**src/rtl/pe_feeder_pkg.sv**
```systemverilog
// Shared types and widths for the pe_feeder operand feeder.
package pe_feeder_pkg;

    localparam int OPW  = 16;
    localparam int CNTW = 8;

    typedef enum logic [2:0] {
        IDLE   = 3'd0,
        START  = 3'd1,
        STREAM = 3'd2,
        WAIT   = 3'd3,
        FIN    = 3'd4
    } state_e;

endpackage

```
**src/rtl/pe_feeder_if.sv**
```systemverilog
// Feeder-to-PE bus: operand lanes, start/count, and the PE's back-pressure/complete flags.
interface pe_feeder_if;
    import pe_feeder_pkg::*;

    logic [OPW-1:0]  a_in;
    logic            awe;
    logic [OPW-1:0]  b_in;
    logic            bwe;
    logic            start;
    logic [CNTW-1:0] max_cntr;
    logic            aff;
    logic            bff;
    logic            fout;

    modport master (output a_in, awe, b_in, bwe, start, max_cntr, input aff, bff, fout);
    modport slave  (input a_in, awe, b_in, bwe, start, max_cntr, output aff, bff, fout);

endinterface

```
**src/rtl/pe_feeder_fifo.sv**
```systemverilog
// Synchronous operand FIFO with show-ahead read data; full writes are dropped, empty reads ignored.
module feeder_fifo
    import pe_feeder_pkg::*;
#(
    parameter int DEPTH = 16
) (
    input  logic           clk,
    input  logic           rst,
    input  logic           wr_en_i,
    input  logic [OPW-1:0] wr_data_i,
    input  logic           rd_en_i,
    output logic [OPW-1:0] rd_data_o,
    output logic           empty_o,
    output logic           full_o
);
    localparam int AW = $clog2(DEPTH);
    localparam int CW = AW + 1;

    logic [OPW-1:0] mem_q [DEPTH];
    logic [AW-1:0]  wptr_q, rptr_q;
    logic [CW-1:0]  count_q;
    logic           do_wr, do_rd;

    assign empty_o   = (count_q == '0);
    assign full_o    = (count_q == CW'(DEPTH));
    assign do_wr     = wr_en_i && !full_o;
    assign do_rd     = rd_en_i && !empty_o;
    assign rd_data_o = mem_q[rptr_q];

    always_ff @(posedge clk) begin
        if (do_wr) mem_q[wptr_q] <= wr_data_i;
    end

    always_ff @(posedge clk) begin
        if (rst) begin
            wptr_q  <= '0;
            rptr_q  <= '0;
            count_q <= '0;
        end else begin
            if (do_wr) wptr_q <= wptr_q + 1'b1;
            if (do_rd) rptr_q <= rptr_q + 1'b1;
            case ({do_wr, do_rd})
                2'b10:   count_q <= count_q + 1'b1;
                2'b01:   count_q <= count_q - 1'b1;
                default: count_q <= count_q;
            endcase
        end
    end

endmodule

```
**src/rtl/pe_feeder.sv**
```systemverilog
// Operand feeder for the systolic PE: two operand FIFOs, per-lane streaming, command FSM.
// Optional PE_FEEDER_ZERO_PAD_EN: empty lanes issue 0x0000 and set sticky underrun.
module pe_feeder
    import pe_feeder_pkg::*;
#(
    parameter int DEPTH = 16
) (
    input  logic            clk,
    input  logic            rst,
    input  logic            wr_en,
    input  logic            wr_sel,
    input  logic [OPW-1:0]  wr_data,
    output logic            wr_ovf,
    input  logic            cmd_start,
    input  logic [CNTW-1:0] cmd_len,
    output logic            cmd_err,
    output logic            busy,
    output logic            done,
`ifdef PE_FEEDER_ZERO_PAD_EN
    output logic            underrun,
`endif
    pe_feeder_if.master     pe
);
    state_e                     state_q;
    logic                       busy_q, done_q, start_q, cmd_err_q, wr_ovf_q, fout_seen_q;
    logic [CNTW-1:0]            max_cntr_q;
    logic                       accept;

    logic [1:0]                 fifo_wr, fifo_empty, fifo_full, pe_full;
    logic [1:0]                 issue, pop, we_q;
    logic [1:0][OPW-1:0]        fifo_rdata, op_q;
    logic [1:0][CNTW-1:0]       left_q;

    assign pe_full = {pe.bff, pe.aff};
    assign accept  = cmd_start && (state_q == IDLE) && (cmd_len != '0);

    for (genvar l = 0; l < 2; l++) begin : g_lane
        assign fifo_wr[l] = wr_en && (wr_sel == 1'(l));

        feeder_fifo #(.DEPTH(DEPTH)) u_fifo (
            .clk       (clk),
            .rst       (rst),
            .wr_en_i   (fifo_wr[l]),
            .wr_data_i (wr_data),
            .rd_en_i   (pop[l]),
            .rd_data_o (fifo_rdata[l]),
            .empty_o   (fifo_empty[l]),
            .full_o    (fifo_full[l])
        );
    end

    // A lane issues a word when it owes one and the PE has room; pad mode issues even when empty.
    always_comb begin
        issue = '0;
        pop   = '0;
        for (int l = 0; l < 2; l++) begin
`ifdef PE_FEEDER_ZERO_PAD_EN
            issue[l] = (state_q == STREAM) && (left_q[l] != '0) && !pe_full[l];
`else
            issue[l] = (state_q == STREAM) && (left_q[l] != '0) && !pe_full[l] && !fifo_empty[l];
`endif
            pop[l] = issue[l] && !fifo_empty[l];
        end
    end

    always_ff @(posedge clk) begin
        if (rst) begin
            op_q   <= '0;
            we_q   <= '0;
            left_q <= '0;
        end else begin
            we_q <= issue;
            for (int l = 0; l < 2; l++) begin
                if (accept) begin
                    left_q[l] <= cmd_len;
                end else if (issue[l]) begin
                    left_q[l] <= left_q[l] - 1'b1;
                    op_q[l]   <= fifo_empty[l] ? '0 : fifo_rdata[l];
                end
            end
        end
    end

`ifdef PE_FEEDER_ZERO_PAD_EN
    logic underrun_q;
    always_ff @(posedge clk) begin
        if (rst)                                  underrun_q <= 1'b0;
        else if (|(issue & fifo_empty))           underrun_q <= 1'b1;
    end
    assign underrun = underrun_q;
`endif

    always_ff @(posedge clk) begin
        if (rst) begin
            state_q     <= IDLE;
            busy_q      <= 1'b0;
            done_q      <= 1'b0;
            start_q     <= 1'b0;
            cmd_err_q   <= 1'b0;
            wr_ovf_q    <= 1'b0;
            fout_seen_q <= 1'b0;
            max_cntr_q  <= '0;
        end else begin
            start_q   <= 1'b0;
            done_q    <= 1'b0;
            cmd_err_q <= cmd_start && ((state_q != IDLE) || (cmd_len == '0));
            if (wr_en && fifo_full[wr_sel]) wr_ovf_q <= 1'b1;
            case (state_q)
                IDLE: if (accept) begin
                    state_q     <= START;
                    start_q     <= 1'b1;
                    busy_q      <= 1'b1;
                    max_cntr_q  <= cmd_len;
                    fout_seen_q <= 1'b0;
                end
                START: state_q <= STREAM;
                STREAM: begin
                    // An early completion pulse is remembered until the stream drains.
                    if (pe.fout) fout_seen_q <= 1'b1;
                    if (left_q == '0) state_q <= WAIT;
                end
                WAIT: if (pe.fout || fout_seen_q) begin
                    state_q <= FIN;
                    done_q  <= 1'b1;
                end
                FIN: begin
                    state_q <= IDLE;
                    busy_q  <= 1'b0;
                end
                default: begin
                    state_q <= IDLE;
                    busy_q  <= 1'b0;
                end
            endcase
        end
    end

    assign wr_ovf      = wr_ovf_q;
    assign cmd_err     = cmd_err_q;
    assign busy        = busy_q;
    assign done        = done_q;
    assign pe.a_in     = op_q[0];
    assign pe.awe      = we_q[0];
    assign pe.b_in     = op_q[1];
    assign pe.bwe      = we_q[1];
    assign pe.start    = start_q;
    assign pe.max_cntr = max_cntr_q;

endmodule
```
**src/flat_wrapper.sv**
```systemverilog
// flat-port wrapper written by rule: the top's interface ports become plain ports
module pe_feeder_flat import pe_feeder_pkg::*;
#(
    parameter int DEPTH = 16
)
  (clk, rst, wr_en, wr_sel, wr_data, wr_ovf, cmd_start, cmd_len, cmd_err, busy, done, pe_a_in, pe_awe, pe_b_in, pe_bwe, pe_start, pe_max_cntr, pe_aff, pe_bff, pe_fout);
  pe_feeder_if pe_i ();
  input  logic clk;
  input  logic rst;
  input  logic wr_en;
  input  logic wr_sel;
  input  logic [OPW-1:0] wr_data;
  output logic wr_ovf;
  input  logic cmd_start;
  input  logic [CNTW-1:0] cmd_len;
  output logic cmd_err;
  output logic busy;
  output logic done;
  output wire logic [$bits(pe_i.a_in)-1:0] pe_a_in;
  output wire logic [$bits(pe_i.awe)-1:0] pe_awe;
  output wire logic [$bits(pe_i.b_in)-1:0] pe_b_in;
  output wire logic [$bits(pe_i.bwe)-1:0] pe_bwe;
  output wire logic [$bits(pe_i.start)-1:0] pe_start;
  output wire logic [$bits(pe_i.max_cntr)-1:0] pe_max_cntr;
  input wire logic [$bits(pe_i.aff)-1:0] pe_aff;
  input wire logic [$bits(pe_i.bff)-1:0] pe_bff;
  input wire logic [$bits(pe_i.fout)-1:0] pe_fout;
  assign pe_a_in = pe_i.a_in;
  assign pe_awe = pe_i.awe;
  assign pe_b_in = pe_i.b_in;
  assign pe_bwe = pe_i.bwe;
  assign pe_start = pe_i.start;
  assign pe_max_cntr = pe_i.max_cntr;
  assign pe_i.aff = pe_aff;
  assign pe_i.bff = pe_bff;
  assign pe_i.fout = pe_fout;
  pe_feeder #(.DEPTH(DEPTH)) u_core (.clk(clk), .rst(rst), .wr_en(wr_en), .wr_sel(wr_sel), .wr_data(wr_data), .wr_ovf(wr_ovf), .cmd_start(cmd_start), .cmd_len(cmd_len), .cmd_err(cmd_err), .busy(busy), .done(done), .pe(pe_i));
endmodule
```
**config.mk**
```make
export PLATFORM = sky130hd
export DESIGN_NAME = pe_feeder_flat
export DESIGN_NICKNAME = d
export VERILOG_FILES = /design/src/rtl/pe_feeder_pkg.sv /design/src/rtl/pe_feeder_if.sv /design/src/rtl/pe_feeder_fifo.sv /design/src/rtl/pe_feeder.sv /design/src/flat_wrapper.sv
export SDC_FILE = /design/constraint.sdc
export NUM_CORES = 1
export LEC_CHECK = 0
export BUFFER_PORTS_ARGS = -buffer_cell sky130_fd_sc_hd__buf_2
export CAP_MARGIN = 20
export CORE_MARGIN = 2
export CORE_UTILIZATION = 50
export CTS_BUF_LIST = sky130_fd_sc_hd__clkbuf_4 sky130_fd_sc_hd__clkbuf_8
export DETAILED_ROUTE_END_ITERATION = 10
export PLACE_DENSITY_LB_ADDON = 0.12
export SETUP_SLACK_MARGIN = 0.1
export SYNTH_ARGS = -nofsm -noshare
export SYNTH_HDL_FRONTEND = slang
export SYNTH_HIERARCHICAL = 1
export SYNTH_SLANG_ARGS = --single-unit
```
**constraint.sdc**
```tcl
create_clock -name clk -period 9.46 [get_ports clk]
set_clock_uncertainty 0.15 [all_clocks]
set_input_delay 1.419 -clock clk [delete_from_list [all_inputs] [get_ports clk]]
set_output_delay 1.419 -clock clk [all_outputs]
set_load 0.01 [all_outputs]
```
==> run_results.csv, run 1 <==
group,metric,value,unit
outcome,status,"completed",
pwr,seqPwrFrac,54.6,%
logic_synthesis,synth_area,24100,um2
global_routing,grt_pass1_wl,80200,um
clock_network,cts.sinks,613,
routing,wl_per_cell,24.1,um
clock_network,clk_latency,670,ps
critical_path,slowest_delay,620,ps
clock_network,clockBufferDepth,3,
critical_path,arrival,4710,ps
clock_network,root_buffer,"clkbuf_8",
routing,vias,13083,
global_routing,met3_usage,4.45,%
die,core,47600,um2
place,finalWeightedCongestion,0.801,
pwr,p_int,4.30,mW
pwr,netSwitchingPower,1.16,mW
pwr,power_frac_comb,4.2,%
die,die_h,223,um
finish,fin_nets,1570,
logic_synthesis,synth_edf_count,512,
finish,layout_common_cells,"edfxtp_1 (512), nand2_1 (131), mux4_2 (128)",
global_routing,globalRoute.busiestLayer,"met1",
routing,dr.pass1.iters,5,
global_routing,first_global_vias,13018,
logic_synthesis,synth_nets,1431,
pwr,p_sw_share,21.2,%
sta,post-route-period-util,45.6,%
routing,drc,0,
logic_synthesis,ys_types,71,
die,placementRows,80,
global_routing,grt_util_met1,33.4,%
finish,area_growth,13.1,%
pwr,power.leakage,9.08,nW
critical_path,endpoint_kind,"flip-flop",
sta,setup_viol,0,
sta,slew_violations,0,
routing,drt-total-wl,53300,um
routing,ant_nets,0,
critical_path,cpLargestDelayFamily,"simple AND/OR/NAND/NOR gates",
global_routing,gr-usage-met2,32.1,%
clock_network,cts.clk_slew.worst_paths,60,ps
finish,design_area,27200,um2
critical_path,critPathBufInv,2,
global_routing,overflow,0,
pwr,ir_worst_vdd,86.7,uV
sta,slew_headroom,34.3,%
place,hpwl,31300,um
logic_synthesis,ys_seq_area_share,72.3,%
clock_network,ctsResizeCount,0,
sta,rsz0062_at_grt,"false",
critical_path,critical_path_class,"reg2reg",
logic_synthesis,synth_cells,1379,
logic_synthesis,synth.avg_cell_area,17.5,um2
logic_synthesis,ys.warnings.count,6,
hold_path,hold_path.class,"reg2reg",
routing,vias_per_cell,5.93,
finish,fin_util,57.2,%
place,placed_area,25300,um2
place,io_buffers,78,
critical_path,cpMaxStageDelayCell,"or4_4",
clock_network,numCtsBuffers,98,
finish,drive_above_1_share,28.8,%
global_routing,grt_start_max_net_pins,65,
sta,setup_tns,0,ps
critical_path,crit_fanout,26,
finish,mostFrequentLayoutCell,"edfxtp_1",
pwr,pwr_density_cell,200,nW/um2
die,start_util,50.5,%
critical_path,path_cells,"or4_4 -> nor2_1 -> nor2_1 -> o211ai_4 -> inv_1 -> o21ai_4 -> inv_1 -> ha_1 -> xor2_1 -> ha_1 -> o31ai_1 -> o22ai_1 -> nand4bb_1",
finish,n_antenna_cell,0,
clock_network,cts_setup_buffers,0,
global_routing,track_usage,21.9,%
global_routing,antenna_found_initial,0,
clock_network,postCtsHoldBufs,0,
logic_synthesis,synth-main-ff-cell,"edfxtp_1",
critical_path,worstSetupStartpointType,"flip-flop",
logic_synthesis,synth-seq-cells,613,
die,ioPinCount,79,
sta,fin_crit,4310,ps
sta,tightest_slew,985,ps
sta,finalHoldViolCount,0,
run,maxCapViolCount,0,
pwr,power.clock.fraction,41.2,%
clock_network,cts_tree,"done",
sta,fmax,232,MHz
clock_network,cts.htree.levels,3,
logic_synthesis,synthArstFlopShare,0,%
routing,dr.first_iter.drc_count,1210,
critical_path,crit_required,9860,ps
die,die-area,49900,um2
die,die_x,223,um
[state kept, by name (all words and copies together), names as in the netlist, 2 cells and up, named ones only]
signal / count
u_core/g_lane.u_fifo/mem_q: 512
u_core/pe.a_in: 16
u_core/we_q: 2
u_core/g_lane.u_fifo/wptr_q: 8
u_core/state_q: 3
u_core/pe.max_cntr: 8
u_core/g_lane.u_fifo/rptr_q: 8
u_core/left_q: 16
u_core/g_lane.u_fifo/count_q: 10
u_core/pe.b_in: 16
[worst register-to-register path: cells and delay by family, from the launching register on]
kind	cells	cell delay, ps
AOI/OAI and AO/OA	4	1020
xor gates and xnor gates	1	190
adders and majority gates	2	560
buffers and inverters	2	680
DFF	1	410
and+or+nand+nor	4	1180
[kinds of logic (layout without fill, tap and decap cells)]
group                      count (synthesis)  after routing  synth area share [%]
adders and majority gates                 20             20                  1.04
and+or+nand+nor                          300            300                  5.96
DFF                                      613            613                  72.3
AOI/OAI and AO/OA                        189            189                  5.86
xor gates and xnor gates                  15             15                 0.546
muxes                                    139            139                  12.4
buffers and inverters                    103            317                  1.89
[final timing paths]
kind | from | end | slack [ps] | cells past startpoint
max | u_core/g_lane[1].u_fifo/count_q[2] | u_core/g_lane[1].u_fifo/count_q[4] | 5150 | 13
min reg2reg | u_core/pe.b_in[15] | u_core/pe.b_in[15] | 300 | 2
max reg2reg | u_core/g_lane[1].u_fifo/count_q[2] | u_core/g_lane[1].u_fifo/count_q[4] | 5150 | 13
min | u_core/pe.b_in[15] | u_core/pe.b_in[15] | 300 | 2
[final cells by class]
type                    instances  area, um2
clock buffers                 156       1860
clock inverters                19        123
fillers                      3672      20400
inverters                      24       90.1
multi-input cells             663       6270
flip-flops and latches        613      17400
well taps                     615        769
repair buffers                118        713
[cell usage after synthesis, types with 4 or more instances]
library cell	instances	area, um2
a21boi_0	4	30.0
a21oi_1	48	240
a22oi_1	65	488
a31oi_1	8	50.1
and2_1	4	25.0
and3_1	5	31.3
buf_1	4	15.0
buf_2	23	115
buf_6	5	56.3
clkbuf_1	46	173
dfxtp_1	101	2020
edfxtp_1	512	15400
ha_1	20	250
inv_1	22	82.6
mux2i_1	9	90.1
mux4_2	128	2880
nand2_1	131	492
nand2b_1	6	37.5
nand3_1	7	35.0
nand3b_1	5	37.5
nor2_1	74	278
nor2b_1	7	43.8
nor3_1	19	95.1
nor4_1	6	37.5
o2111ai_1	5	43.8
o211ai_1	5	37.5
o211ai_4	4	85.1
o21a_1	5	37.5
o21ai_0	7	35.0
o311ai_0	4	35.0
or3_1	8	50.1
or3b_2	4	35.0
or4_1	6	45.0
or4_4	4	45.0
xor2_1	13	114
[routing by layer]
metal,part of all wire [%],up-vias
li1,-,5771
met1,46,6804
met2,45,437
met3,7.2,71
met4,1.6,0
met5,0,-
[stage by stage]
step | std cells | hold WS, ps | power, mW | setup WS, ps
after floorplan | 1379 | 302 | 3.17 | 5330
after global placement | 2032 | 289 | 3.25 | 4840
after detailed placement | 2033 | 295 | 3.27 | 4730
after CTS | 2208 | 303 | 5.52 | 5110
after global routing | 2208 | 320 | 5.67 | 4770
final | 2208 | 300 | 5.46 | 5150
[power groups by stage]
stage / Clock, mW / Sequential [mW] / Combinational, mW
after global routing: 2.43 / 2.98 / 0.251
after global placement: 0 / 3.04 / 0.217
after detailed placement: 0 / 3.04 / 0.227
after CTS: 2.31 / 2.98 / 0.228
final: 2.25 / 2.98 / 0.227
after floorplan: 0 / 3.03 / 0.135
Note: power is estimated with default switching activity, not from simulation.
==> run 2: changes to the inputs <==
--- a/config.mk
+++ b/config.mk
@@ -5,6 +5,7 @@
 export SDC_FILE = /design/constraint.sdc
 export NUM_CORES = 1
 export LEC_CHECK = 0
+export ABC_AREA = 1
 export BUFFER_PORTS_ARGS = -buffer_cell sky130_fd_sc_hd__buf_2
 export CAP_MARGIN = 20
 export CORE_MARGIN = 2
==> constraint.sdc (replaced) <==
create_clock -name clk -period 4.4 [get_ports clk]
set_clock_uncertainty 0.15 [all_clocks]
set_input_delay 0.66 -clock clk [delete_from_list [all_inputs] [get_ports clk]]
set_output_delay 0.66 -clock clk [all_outputs]
set_load 0.01 [all_outputs]
==> run 2 against run 1 <==
Against the previous run:
- worst hold slack lost 180 ps
- synthesized cell count grew 49%
- sequential share of layout area shrank 2.8 points
- global-route usage grew 0.95 points
- via count grew 22%
- first-iteration DRC count grew 3.1%
- clock power grew 120%
- flip-flop and latch count is the same
- cell area grew 4.6%
- routed wire length grew 12%
- register-to-register slack lost 4000 ps
==> run_results.csv, run 2 <==
group,metric,value,unit
finish,layout_common_cells,"edfxtp_1 (512), inv_1 (214), o21ai_0 (200)",
finish,drive_above_1_share,15.7,%
clock_network,clockBufferDepth,3,
logic_synthesis,yosysTopAreaCellShare,60.3,%
global_routing,first_global_vias,15929,
place,io_buffers,78,
finish,design_area,28500,um2
die,die_h,230,um
sta,slew_violations,0,
logic_synthesis,synth_nets,2104,
clock_network,root_buffer,"clkbuf_8",
logic_synthesis,synth-seq-cells,613,
pwr,power.leakage,10.3,nW
sta,slew_headroom,28.4,%
place,pre_cts_slack,1120,ps
logic_synthesis,synth_most_common_cell,"edfxtp_1",
global_routing,antenna_found_initial,0,
critical_path,slowest_delay,500,ps
critical_path,endpoint_kind,"flip-flop",
die,die-area,52800,um2
sta,fmax,306,MHz
sta,setup_tns,0,ps
outcome,status,"completed",
logic_synthesis,synth.avg_cell_area,12.4,um2
pwr,ir_worst_vdd,196,uV
die,start_util,50.7,%
routing,vias,16007,
pwr,pwr_density_cell,446,nW/um2
logic_synthesis,synth_edf_count,512,
routing,wl_per_cell,20.5,um
die,placementRows,82,
critical_path,worstSetupStartpointType,"flip-flop",
logic_synthesis,synth_area_leader_cell,"edfxtp_1",
die,ioPinCount,79,
finish,fin_nets,2223,
routing,vias_per_cell,5.48,
sta,fin_crit,3270,ps
global_routing,grt_pass1_wl,92000,um
clock_network,ctsResizeCount,0,
logic_synthesis,ys_types,42,
logic_synthesis,ys.warnings.count,6,
critical_path,crit_required,4820,ps
sta,rsz0062_at_grt,"false",
global_routing,grt_start_max_net_pins,94,
sta,setup_slack,1130,ps
clock_network,cts_setup_buffers,0,
clock_network,cts.htree.levels,3,
global_routing,track_usage,22.8,%
critical_path,path_cells,"nor2_2 -> nand3_2 -> inv_1 -> or2_2 -> nor2_4 -> nand2_4 -> inv_4 -> ha_1 -> xor2_1 -> ha_1 -> inv_1 -> nand2_1 -> nand2_1 -> nand3_1 -> nand3_1 -> nand2_1 -> inv_1",
place,hpwl,34800,um
finish,area_growth,11.8,%
finish,n_antenna_cell,0,
logic_synthesis,synthArstFlopShare,0,%
die,die_x,230,um
logic_synthesis,synth-main-ff-cell,"edfxtp_1",
sta,setup_viol,0,
sta,finalHoldViolCount,0,
sta,holdWs,120,ps
clock_network,cts_tree,"done",
sta,post-route-period-util,74.2,%
clock_network,cts.sinks,613,
critical_path,critical_path_class,"reg2reg",
routing,drt-total-wl,59700,um
run,maxCapViolCount,0,
global_routing,overflow,0,
logic_synthesis,synth.cells.most_frequent,"edfxtp_1 (512), inv_1 (214), o21ai_0 (200), nor2_1 (163), nand2_1 (148)",
critical_path,arrival,3690,ps
clock_network,numCtsBuffers,98,
hold_path,hold_path.class,"in2reg",
place,finalWeightedCongestion,0.797,
logic_synthesis,synth_area,25500,um2
die,core,50300,um2
finish,largest_reg_flops,512,
routing,ant_nets,0,
routing,drc,0,
routing,dr.first_iter.drc_count,1248,
finish,mostFrequentLayoutCell,"edfxtp_1",
logic_synthesis,ys_seq_area_share,68.3,%
sta,tightest_slew,1070,ps
logic_synthesis,synth_cells,2052,
routing,dr.pass1.iters,5,
clock_network,clk_latency,670,ps
logic_synthesis,synthTopCellsByArea,"edfxtp_1 (60%), dfxtp_1 (7.9%), mux2i_1 (5.0%)",
clock_network,cts.clk_slew.worst_paths,60,ps
critical_path,crit_fanout,23,
critical_path,cpMaxStageDelayCell,"nor2_4",
clock_network,postCtsHoldBufs,0,
place,placed_area,26500,um2
finish,fin_util,56.7,%
finish,regMostFlops,"u_core/g_lane.u_fifo/mem_q",
-- run 2: where the power goes --
| part | switching [mW] | leakage, nW | internal, mW |
|---|---|---|---|
| clock network | 2.17 | 1.06 | 2.72 |
| logic | 0.843 | 3.77 | 0.426 |
| registers | 0.108 | 5.44 | 6.44 |
-- run 2: worst paths after layout --
check	start	end	slack, ps	depth (start not counted)
hold / removal	cmd_start	u_core/cmd_err	120	3
setup / recovery	u_core/g_lane[0].u_fifo/count_q[1]	u_core/g_lane[0].u_fifo/count_q[4]	1130	17
hold reg to reg	u_core/pe.max_cntr[1]	u_core/pe.max_cntr[1]	310	2
setup reg to reg	u_core/g_lane[0].u_fifo/count_q[1]	u_core/g_lane[0].u_fifo/count_q[4]	1130	17
-- run 2: cells by family after synthesis --
logic type,after synthesis,share of synthesized area [%]
XOR/XNOR,17,0.584
AO/OA/AOI/OAI,496,11.2
buffers and inverters,335,5.99
flip-flops,613,68.3
multiplexers,128,5.03
adder cells (fa/ha/maj),20,0.982
AND/OR/NAND/NOR,443,7.94
-- run 2: final cells by class --
type | count | area [um2]
Clock buffer | 151 | 1850
Clock inverter | 26 | 158
Fill cell | 4175 | 21800
Inverter | 225 | 855
Multi-Input combinational cell | 1104 | 6560
Sequential cell | 613 | 17400
Tap cell | 672 | 841
Timing Repair Buffer | 129 | 811
-- run 2: layer usage --
layer  share of wire, %  vias to the layer above  global-route usage, %
met5                  0                        -                      0
met4                2.0                        0                   7.38
met3                5.4                       79                   3.78
met2                 46                      438                   36.0
met1                 47                     7899                   32.5
li1                   -                     7591                      -
-- run 2: worst max-delay path: cells and delay by family (launching register included) --
family | cells | cell delay, ps
and+or+nand+nor | 10 | 1600
buffers and inverters | 4 | 270
xor gates and xnor gates | 1 | 240
adders and majority gates | 2 | 460
DFF | 1 | 430
-- run 2: through the flow --
| step | instances | total power [mW] |
|---|---|---|
| 3_5_place_dp | 2743 | 7.93 |
| 4_1_cts | 2920 | 12.8 |
| 6_report | 2920 | 12.7 |
| 5_1_grt | 2920 | 13.2 |
| 3_3_place_gp | 2743 | 7.90 |
| 2_1_floorplan | 2052 | 7.56 |
